[src/rtl/fetch_stage.sv]
// Instruction-fetch stage: owns the PC, feeds the combinational instruction memory and fills IF/ID.
// Interrupt trap entry / mret return are built only when FETCH_IRQ_EN is defined.
module fetch_stage #(
  parameter logic [31:0] RESET_PC = 32'h0000_0000,
  parameter logic [31:0] TRAP_VEC = 32'h0000_0100
) (
  input  logic        i_clk,
  input  logic        in_rst,
  output logic [31:0] o_pc,
  input  logic [31:0] i_instr,
  input  logic        i_stall,
  input  logic        i_br_taken,
  input  logic [31:0] i_br_target,
  input  logic        i_irq,
  input  logic        i_mret,
  output logic        o_irq_ack,
  output logic [31:0] o_mepc,
  output logic [31:0] o_ifid_pc,
  output logic [31:0] o_ifid_instr,
  output logic        o_ifid_valid
);

  localparam logic [31:0] NOP_INSTR = 32'h0000_0013;

  logic [31:0] r_pc;
  logic [31:0] r_ifid_pc;
  logic [31:0] r_ifid_instr;
  logic        r_ifid_valid;

  logic        w_mret_take;
  logic        w_irq_take;
  logic [31:0] w_pc_nxt;
  logic        w_flush;
  logic        w_hold;

`ifdef FETCH_IRQ_EN
  localparam logic ST_RUN     = 1'b0;
  localparam logic ST_HANDLER = 1'b1;

  logic        r_state;
  logic [31:0] r_mepc;

  // No nesting: requests are only honoured in RUN, and never while the front end is stalled.
  assign w_mret_take = i_mret && (r_state == ST_HANDLER);
  assign w_irq_take  = i_irq && !i_stall && (r_state == ST_RUN);

  always_ff @(posedge i_clk) begin
    if (!in_rst) begin
      r_state <= ST_RUN;
      r_mepc  <= 32'h0;
    end else if (w_mret_take) begin
      r_state <= ST_RUN;
    end else if (w_irq_take) begin
      r_state <= ST_HANDLER;
      // A branch resolving in the trap cycle is the true next instruction, so return there.
      r_mepc  <= i_br_taken ? i_br_target : r_pc;
    end
  end

  assign o_mepc    = r_mepc;
  assign o_irq_ack = in_rst && w_irq_take;
`else
  logic w_unused_irq;

  assign w_unused_irq = i_irq ^ i_mret;
  assign w_mret_take  = 1'b0;
  assign w_irq_take   = 1'b0;
  assign o_mepc       = 32'h0;
  assign o_irq_ack    = 1'b0;
`endif

  always_comb begin
    w_pc_nxt = r_pc + 32'd4;
    w_flush  = 1'b0;
    w_hold   = 1'b0;
    if (w_mret_take) begin
      w_pc_nxt = o_mepc;
      w_flush  = 1'b1;
    end else if (w_irq_take) begin
      w_pc_nxt = TRAP_VEC;
      w_flush  = 1'b1;
    end else if (i_br_taken) begin
      w_pc_nxt = i_br_target;
      w_flush  = 1'b1;
    end else if (i_stall) begin
      w_hold   = 1'b1;
    end
  end

  always_ff @(posedge i_clk) begin
    if (!in_rst) begin
      r_pc         <= RESET_PC;
      r_ifid_pc    <= 32'h0;
      r_ifid_instr <= NOP_INSTR;
      r_ifid_valid <= 1'b0;
    end else begin
      if (!w_hold) begin
        r_pc <= w_pc_nxt;
      end
      // Any redirect drops the word currently being fetched and inserts a bubble.
      if (w_flush) begin
        r_ifid_pc    <= 32'h0;
        r_ifid_instr <= NOP_INSTR;
        r_ifid_valid <= 1'b0;
      end else if (!w_hold) begin
        r_ifid_pc    <= r_pc;
        r_ifid_instr <= i_instr;
        r_ifid_valid <= 1'b1;
      end
    end
  end

  assign o_pc         = r_pc;
  assign o_ifid_pc    = r_ifid_pc;
  assign o_ifid_instr = r_ifid_instr;
  assign o_ifid_valid = r_ifid_valid;

endmodule

[config.mk]
export PLATFORM = sky130hd
export DESIGN_NAME = fetch_stage
export DESIGN_NICKNAME = d
export VERILOG_FILES = /design/src/rtl/fetch_stage.sv
export SDC_FILE = /design/constraint.sdc
export NUM_CORES = 1
export LEC_CHECK = 0
export CAP_MARGIN = 5
export CORE_MARGIN = 4
export CORE_UTILIZATION = 45
export CTS_CLUSTER_SIZE = 14
export DETAILED_ROUTE_END_ITERATION = 10
export GPL_TIMING_DRIVEN = 1
export PLACE_DENSITY = 0.95
export SYNTH_ARGS = -nofsm -noshare
export SYNTH_HDL_FRONTEND = slang
export SYNTH_SLANG_ARGS = --single-unit
export TNS_END_PERCENT = 1
[constraint.sdc]
create_clock -name i_clk -period 3.15 [get_ports i_clk]
set_input_delay 0.63 -clock i_clk [delete_from_list [all_inputs] [get_ports i_clk]]
set_output_delay 0.63 -clock i_clk [all_outputs]
set_load 0.05 [all_outputs]
==> run summary, run 1 <==
Highest clock rate: 0.418 GHz
Register area share after synthesis: 44.5%
Pwr Density: 451 nW/um^2
Post-synth top flop: dfxtp_1
Syn avg cell area: 9.15 sq um
Max Buffers Root-to-Sink: 2
CTS clock-pin slew for the worst setup and hold paths: 0.08 ns
GRT overflow: 0
R2R Setup Slk: 1.01 ns
WL final: 12.0 mm
Critical Path End: o_pc[2]
1st-pass router iterations: 4
Number of flops mapped to enable cells by yosys: 0
Core Area: 9330 sq um
Max Cap Viol: 0
DP Area: 5990 sq um
Synthesized flop and latch total: 97
Synth-to-layout area growth: 41.8%
Cells on worst reg2reg path: 5
Pleak: 2.46 nW
Max Transition Viols Final: 0
Final net count: 698
Worst Path Buf+Inv: 1
Clock skew: 0.0119 ns
Die Ht: 106 um
Clock root buffer: clkbuf_8
Final period utilization: 76.0%
Worst-path maximum fanout: 8
VDD IR max: 268 uV
Initial Util: 46.8%
Synth Area in XOR/XNOR: 2.41%
Crit path required time: 2.52 ns
Most common cell after layout, fill and taps aside: clkdlybuf4s50_1
Fraction of layout cells with a size suffix above 1: 5.38%
Run status: finished, final reports clean
Worst r2r dst: o_pc[31]
CTS Buf Count: 9
Critical Path AT: 1.76 ns
DRC: 0
FF-to-FF Start: o_pc[4]
# H-tree levels: 3
CTS tree: built
Fin area: 6190 sq um
Mapped Area: 4370 sq um
Clock Latency Late Sink: 0.35 ns
Slowest cell on crit path: clkdlybuf4s50_1
Final TNS setup: 0 ns
Critical Path Source: o_pc[2]
Crit-path leading delay family: buffers and inverters
TritonCTS Sinks: 97
Worst setup EP type: output port
Post-CTS sizing: 0
Slew HR: 53.4%
Setup WS post-layout: 0.756 ns
Ys Warns: 0
Tot Pwr: 2.79 mW
Hold_buf cts: 0
Minimum clock period: 2.39 ns
Post-Syn Instances: 477
I/O pins: 200
Post-synthesis compound-gate area fraction: 8.60%
Worst Setup Start Kind: flip-flop
Synth Area in Adders: 0.287%
Initial antenna violation count: 0
Place WS: 0.689 ns
Vias per cell: 5.18
Largest family of logic cells by synthesized area: simple AND/OR/NAND/NOR gates
Routed vias: 3,939
CP max stage delay: 0.90 ns
Die W: 106 um
DR iter-0 viols: 205
Setup bufs post-CTS: 0
Post-route ant nets: 0
Commonest non-fill, non-tap cells in the layout: clkdlybuf4s50_1, dfxtp_1, nor2_1
Global-route wire length before repair: 19.1 mm
Final setup viols: 0
Die area: 11,300 sq um
Worst-margin pin slew: 0.693 ns
Largest net degree at the start of global routing: 48
Vias in the first global route: 3,897
Post-synthesis mux area share: 14.9%
DR WL/cell: 15.8 um
Crit-path cells: clkdlybuf4s50_1
GPL Wtd Cong: 0.820
ANT cells: 0
Row count: 35
Hold Vio Cnt, Final: 0
RSZ-0062 raised after global routing: false
DP HPWL: 8.88 mm
Total GRT Usage: 20.6%
Hold Crit Class: flip-flop to flip-flop
WP depth: 1
Fin Hold WS: 0.464 ns
Setup CP Type: flip-flop to output port
Asr flop ratio synth: 0%
Port Buffer Count: 164
Yosys cell types: 47
Post-Synth Simple-Gate Area: 20.3%
==> state kept, by name (all words and copies together), names as in the netlist <==
name	count
o_ifid_instr	32
o_ifid_pc	32
o_ifid_valid	1
o_pc	32
==> cells in the mapped netlist (2+ instances only) <==
cell type   n  area, sq um
buf_1       5         18.8
nand3b_1    4         30.0
a311oi_1    3         26.3
buf_4      33          248
nand4_1    15         93.8
or3_1       2         12.5
nand4b_1    2         17.5
a31o_2      2         17.5
nor4_1      8         50.1
nor2b_1     8         50.1
a21oi_1    13         65.1
xor2_1      6         52.6
inv_1       4         15.0
and4_1      5         43.8
nand2b_1    5         31.3
nand3_1    19         95.1
a31oi_1     4         25.0
clkbuf_1   24         90.1
dfxtp_1    97         1940
o211a_1     6         60.1
mux2i_1    65          651
o21ai_0    17         85.1
o2111ai_1   3         26.3
and2_1      3         18.8
or4_1       2         15.0
o41ai_1     2         17.5
nand2_1    19         71.3
xnor2_1     6         52.6
buf_2       3         15.0
nor3_1      4         20.0
nor2_1     71          267
nor3b_1     2         15.0
==> final cells by class <==
type / count / area, sq um
Clock buffer: 11 / 141
Clock inverter: 5 / 63.8
Fill cell: 747 / 3140
Inverter: 4 / 15.0
Multi-Input combinational cell: 342 / 2160
Sequential cell: 97 / 1940
Tap cell: 129 / 161
Timing Repair Buffer: 173 / 1710
==> per-stage QoR <==
step / util [%] / instances
finish: 66.4 / 761
global route: 66.4 / 761
CTS: 66.4 / 761
detailed placement: 64.2 / 745
global placement: 64.2 / 745
floorplan: - / 509
==> cell families after synthesis <==
logic type               Yosys count
AND/OR/NAND/NOR                  175
multiplexers                      65
adder cells (fa/ha/maj)            1
other                              1
buffers and inverters             70
flip-flops                        97
AO/OA/AOI/OAI                     56
XOR/XNOR                          12
==> metal layers <==
| layer | routed length (um) | track usage, % | up-vias |
|---|---|---|---|
| met1 | 4760 | 23.6 | 1832 |
| met2 | 6130 | 37.1 | 187 |
| met4 | 138 | 5.57 | 0 |
| met5 | 0 | 0 | - |
| met3 | 1020 | 6.25 | 9 |
| li1 | - | - | 1911 |
==> report_power, final <==
part / leakage [nW] / switching, mW / internal [mW] / total [mW]
clock network: 0.100 / 0.435 / 0.395 / 0.831
registers: 0.794 / 0.0610 / 1.28 / 1.34
logic: 1.57 / 0.396 / 0.230 / 0.626
==> worst min-delay path by stage <==
| stage | startpoint | endpoint | slack [ns] | depth (start not counted) |
|---|---|---|---|---|
| 4_1_cts | o_ifid_valid | o_ifid_valid | 0.47 | 2 |
| 5_1_grt | o_ifid_valid | o_ifid_valid | 0.51 | 2 |
| 2_1_floorplan | o_ifid_valid | o_ifid_valid | 0.66 | 2 |
| 6_report | o_ifid_valid | o_ifid_valid | 0.46 | 2 |
| 3_3_place_gp | o_ifid_valid | o_ifid_valid | 0.43 | 2 |
| 3_5_place_dp | o_ifid_valid | o_ifid_valid | 0.46 | 2 |
Note: power is estimated with default switching activity, not from simulation.
==> run 2, diff against run 1 <==
--- a/config.mk
+++ b/config.mk
@@ -7,11 +7,11 @@
 export LEC_CHECK = 0
 export CAP_MARGIN = 5
 export CORE_MARGIN = 4
-export CORE_UTILIZATION = 45
+export CORE_UTILIZATION = 38
 export CTS_CLUSTER_SIZE = 14
 export DETAILED_ROUTE_END_ITERATION = 10
 export GPL_TIMING_DRIVEN = 1
-export PLACE_DENSITY = 0.95
+export PLACE_DENSITY = 0.86
 export SYNTH_ARGS = -nofsm -noshare
 export SYNTH_HDL_FRONTEND = slang
 export SYNTH_SLANG_ARGS = --single-unit
==> constraint.sdc (replaced) <==
create_clock -name i_clk -period 2 [get_ports i_clk]
set_input_delay 0.4 -clock i_clk [delete_from_list [all_inputs] [get_ports i_clk]]
set_output_delay 0.4 -clock i_clk [all_outputs]
set_load 0.05 [all_outputs]
==> run 2 against run 1 <==
Worst setup slack got worse by 0.72 ns. Register-to-register slack got worse by 0.82 ns. Sequential power up 57%. Count of clock-buffer cells in the layout is the same. Sequential share of layout area down 1.0 points. Critical path depth is the same. Via count rose by 1.7%. Hold slack worse by 0.015 ns. Utilization down 7.8 points. Largest cell class unchanged. First-iteration DRC count up 20%.
==> run summary, run 2 (synthesis gave the netlist of run 1 again) <==
Clk network pwr share: 35.3% (+5.6 points)
Largest net degree at the start of global routing: 48 (unchanged)
Worst-margin pin slew: 0.546 ns (-0.147 ns)
Clock Latency Late Sink: 0.34 ns (about the same)
R2R Setup Slk: 0.19 ns (-0.82 ns)
Multi-input combinational cell area: 2160 sq um (+0.17%)
DRC: 0 (unchanged)
DR iter-0 viols: 245 (+20%)
Post-route ant nets: 0 (unchanged)
Global-route wire length before repair: 19.6 mm (+2.6%)
Initial Util: 39.6% (-7.2 points)
CTS Buf Count: 9 (unchanged)
I/O pins: 200 (unchanged)
Slew HR: 63.5% (+10 points)
Slowest cell on crit path: clkdlybuf4s50_1
WL final: 12.8 mm (+5.9%)
Seq pwr share: 43.4% (-4.5 points)
Placed cells: 773 (+3.8%)
Core Area: 11,000 sq um (+18%)
Crit path required time: 1.60 ns (-0.92 ns)
GPL Wtd Cong: 0.871 (+6.1%)
Worst Path Buf+Inv: 1 (unchanged)
ANT cells: 0 (unchanged)
Setup CP Type: flip-flop to output port
Fraction of layout cells with a size suffix above 1: 12.8% (+7.4 points)
Highest clock rate: 0.510 GHz
Most common cell after layout, fill and taps aside: clkdlybuf4s50_1
Filler cells: 950 (+27%)
Vias in the first global route: 3,938 (+1.1%)
Critical Path AT: 1.56 ns (-0.20 ns)
Fin area: 6460 sq um (+4.3%)
Clock skew: 0.00672 ns (-0.00518 ns)
Int Power: 3.40 mW (+79%)
# H-tree levels: 3 (unchanged)
Routed vias: 4,006 (+1.7%)
Pleak: 2.70 nW (+9.5%)
Final setup viols: 0 (unchanged)
Metal2 WL: 6.41 mm (+4.6%)
Combinational power share: 21.3% (-1.1 points)
Max Transition Viols Final: 0 (unchanged)
Vias per cell: 5.08 (-1.9%)
M1 wire length: 5.19 mm (+9.1%)
Worst setup EP type: output port
Worst Setup Start Kind: flip-flop
Minimum clock period: 1.96 ns
Max Buffers Root-to-Sink: 2 (unchanged)
CTS tree: built
Crit-path leading delay family: buffers and inverters
Initial antenna violation count: 0 (unchanged)
1st-pass router iterations: 4 (unchanged)
Setup bufs post-CTS: 0 (unchanged)
Row count: 38 (+8.6%)
Die Ht: 115 um (+8.2%)
Post-Layout Cell Count: 789 (+3.7%)
Final net count: 715 (+2.4%)
Synth-to-layout area growth: 47.9%
Hold Vio Cnt, Final: 0 (unchanged)
RSZ-0062 raised after global routing: false
Port Buffer Count: 164 (unchanged)
Switch share: 29.9% (-2.1 points)
Worst-path maximum fanout: 5 (-3)
Total GRT Usage: 18.3% (-2.3 points)
DP Area: 6150 sq um (+2.8%)
Max Cap Viol: 0 (unchanged)
Crit-path cells: clkdlybuf4s50_1
TritonCTS Sinks: 97 (unchanged)
VDD IR max: 336 uV (+26%)
Commonest non-fill, non-tap cells in the layout: clkdlybuf4s50_1, dfxtp_1, nor2_1
Routed wl met3: 1.03 mm (+0.39%)
Clock root buffer: clkbuf_16
DR WL/cell: 16.2 um (+2.2%)
Die W: 115 um (+8.2%)
Run status: finished, final reports clean
Psw: 1.45 mW (+62%)
CTS clock-pin slew for the worst setup and hold paths: 0.07 ns (about the same)
Max layer used: met4
GRT overflow: 0 (unchanged)
Die area: 13,300 sq um (+17%)
CP max stage delay: 0.83 ns (-0.07 ns)
Hold Crit Class: flip-flop to flip-flop
Register area: 1960 sq um (+0.90%)
Pwr Density: 750 nW/um^2 (+66%)
Final period utilization: 98.1%
DP HPWL: 9.48 mm (+6.7%)
## run 2: through the flow
stage	hold slack [ns]	util, %	total power [mW]	setup slack (ns)	TNS [ns]
after floorplan	0.525	-	2.83	-0.0282	-0.0438
after detailed placement	0.442	55.8	3.18	0.0800	0
after global routing	0.490	58.5	5.02	0.00117	0
final	0.449	58.5	4.84	0.0388	0
after CTS	0.455	58.4	4.89	0.00297	0
after global placement	0.435	55.8	3.15	0.155	0
## run 2: path summary, 6_finish.rpt
| kind | from | endpoint | depth (start not counted) |
|---|---|---|---|
| max | o_pc[10] | o_pc[10] | 1 |
| min | o_ifid_valid | o_ifid_valid | 2 |
| max reg2reg | o_pc[4] | o_pc[27] | 4 |
| min reg2reg | o_ifid_valid | o_ifid_valid | 2 |
## run 2: what timing repair did
action,CTS,global route
hold buffers,0,0
resized for setup,4,4
gates cloned,0,0
endpoints found under the setup margin,4,4
## run 2: metal layers
layer	vias to the layer above	global-route usage (%)
li1	1939	-
met1	1899	22.7
met2	153	31.1
met3	15	5.26
met4	0	4.85
met5	-	0
## run 2: area by class of cell
class                           instances  area share [%]
Inverter                                4           0.233
Sequential cell                        97            30.3
Clock buffer                           11            3.76
Tap cell                              140            2.71
Multi-Input combinational cell        342            33.5
Clock inverter                          5           0.853
Timing Repair Buffer                  190            28.6
## run 2: power by group through the flow
stage,Clock [mW],Combinational [mW],Sequential [mW]
after floorplan,0,0.434,2.40
after global placement,0,1.02,2.13
after detailed placement,0,1.03,2.14
after CTS,1.75,1.04,2.10
after global routing,1.83,1.09,2.11
final,1.71,1.03,2.10
==> run 3, diff against run 2 <==
--- a/config.mk
+++ b/config.mk
@@ -11,6 +11,7 @@
 export CTS_CLUSTER_SIZE = 14
 export DETAILED_ROUTE_END_ITERATION = 10
 export GPL_TIMING_DRIVEN = 1
+export MAX_ROUTING_LAYER = met4
 export PLACE_DENSITY = 0.86
 export SYNTH_ARGS = -nofsm -noshare
 export SYNTH_HDL_FRONTEND = slang
==> run 3 against run 2 <==
Final cell count unchanged. Final area is the same. First-iteration DRC count down 2.4%. Utilization stayed put. Critical path depth unchanged. Combinational power is essentially flat. Die area is the same. Hold slack is essentially flat. Via count is 0.30% higher. Total power about the same. Worst setup slack barely moved. Largest cell class unchanged. Highest routed layer unchanged.
==> run summary, run 3 (synthesis gave the netlist of run 1 again) <==
Run status: finished, final reports clean
Routed vias: 4,018 (+0.30%)
Max Cap Viol: 0 (unchanged)
Global-route wire length before repair: 19.6 mm (about the same)
CTS tree: built
Hold_buf cts: 0 (unchanged)
DRC: 0 (unchanged)
Setup CP Type: flip-flop to output port
Fraction of layout cells with a size suffix above 1: 12.8% (unchanged)
WL final: 12.7 mm (-0.33%)
Core Area: 11,000 sq um (unchanged)
Combinational power share: 21.3% (about the same)
Vias in the first global route: 3,938 (unchanged)
Port Buffer Count: 164 (unchanged)
Row count: 38 (unchanged)
Vias per cell: 5.09 (+0.30%)
Critical Path Source: o_pc[10]
FF-to-FF Start: o_pc[4]
Worst Setup Start Kind: flip-flop
Clock skew: 0.00706 ns (+0.000348 ns)
Highest clock rate: 0.510 GHz (about the same)
Switch share: 29.8% (-0.030 points)
WP depth: 1 (unchanged)
DR WL/cell: 16.1 um (-0.33%)
Max Transition Viols Final: 0 (unchanged)
Final period utilization: 98.0% (about the same)
Worst-path maximum fanout: 5 (unchanged)
Worst-margin pin slew: 0.540 ns (-0.00554 ns)
ANT cells: 0 (unchanged)
CTS clock-pin slew for the worst setup and hold paths: 0.07 ns (about the same)
DR iter-0 viols: 239 (-2.4%)
1st-pass router iterations: 4 (unchanged)
CTS Buf Count: 9 (unchanged)
Int Power: 3.40 mW (about the same)
Final TNS setup: 0 ns (unchanged)
Cells on worst reg2reg path: 4 (unchanged)
Worst Path Buf+Inv: 1 (unchanged)
Pwr Density: 749 nW/um^2 (about the same)
Fin Hold WS: 0.449 ns (+0.000343 ns)
Initial Util: 39.6% (unchanged)
Commonest non-fill, non-tap cells in the layout: clkdlybuf4s50_1, dfxtp_1, nor2_1
Setup bufs post-CTS: 0 (unchanged)
CP max stage delay: 0.83 ns (about the same)
Pleak: 2.70 nW (unchanged)
Minimum clock period: 1.96 ns (-0.000445 ns)
Die area: 13,300 sq um (unchanged)
Hold path start: o_ifid_valid
Hold Vio Cnt, Final: 0 (unchanged)
Clock root buffer: clkbuf_16
Clk network pwr share: 35.3% (about the same)
GRT overflow: 0 (unchanged)
# H-tree levels: 3 (unchanged)
DP HPWL: 9.48 mm (unchanged)
Post-Layout Cell Count: 789 (unchanged)
Seq pwr share: 43.4% (about the same)
Slowest cell on crit path: clkdlybuf4s50_1
Initial antenna violation count: 0 (unchanged)
Synth-to-layout area growth: 47.9% (unchanged)
Psw: 1.44 mW (-0.14%)
Max Buffers Root-to-Sink: 2 (unchanged)
Hold Crit Class: flip-flop to flip-flop
GPL Wtd Cong: 0.885 (+1.6%)
Final setup viols: 0 (unchanged)
Post-route ant nets: 0 (unchanged)
Crit-path leading delay family: buffers and inverters
Placed cells: 773 (unchanged)
TritonCTS Sinks: 97 (unchanged)
Die W: 115 um (unchanged)
Die Ht: 115 um (unchanged)
Total GRT Usage: 18.8% (+0.56 points)
Clock Latency Late Sink: 0.34 ns (about the same)
I/O pins: 200 (unchanged)
Most common cell after layout, fill and taps aside: clkdlybuf4s50_1
Post-CTS sizing: 4 (unchanged)
Slew HR: 63.9% (+0.37 points)
Hold Path Depth: 2 (unchanged)
Critical Path AT: 1.56 ns (about the same)
Crit path required time: 1.60 ns (about the same)
VDD IR max: 336 uV (-0.18%)
Largest net degree at the start of global routing: 48 (unchanged)
Final net count: 715 (unchanged)
Crit-path cells: clkdlybuf4s50_1
Worst setup EP type: output port
RSZ-0062 raised after global routing: false
## run 3: power groups by stage
stage / registers, mW / clock network (mW) / logic [mW]
2_1_floorplan: 2.40 / 0 / 0.434
3_3_place_gp: 2.13 / 0 / 1.02
4_1_cts: 2.10 / 1.75 / 1.04
6_report: 2.10 / 1.71 / 1.03
3_5_place_dp: 2.14 / 0 / 1.03
5_1_grt: 2.11 / 1.83 / 1.09
## run 3: final timing paths
path	to	slack (ns)
max reg2reg	o_pc[27]	0.19
min reg2reg	o_ifid_valid	0.45
min	o_ifid_valid	0.45
max	o_pc[10]	0.04
## run 3: through the flow
step / instance area [sq um] / util [%] / total power, mW / setup slack, ns
after global routing: 6460 / 58.5 / 5.02 / 0.00117
after global placement: 6150 / 55.8 / 3.15 / 0.155
after floorplan: 4500 / - / 2.83 / -0.0282
final: 6460 / 58.5 / 4.84 / 0.0392
after CTS: 6440 / 58.4 / 4.89 / 0.00297
after detailed placement: 6150 / 55.8 / 3.18 / 0.0800
## run 3: routing by layer
metal  track usage [%]  wire (um)  up-vias
met5                 -          0        -
met4              4.85        131        0
met3              4.79        968       15
met2              31.1       6410      165
met1              23.0       5200     1901
li1                  -          -     1937
## run 3: final cells by class
type,instances,area (sq um)
clock buffers,11,243
flip-flops and latches,97,1960
clock inverters,5,55.1
fillers,950,4570
well taps,140,175
inverters,4,15.0
repair buffers,190,1840
multi-input cells,342,2160
## run 3: worst register-to-register path, cell delays in order (launching register included)
cell	delay (ns)
dfxtp_2	0.41
nand4_1	0.15
or4_4	0.60
or3_1	0.34
a211oi_1	0.22
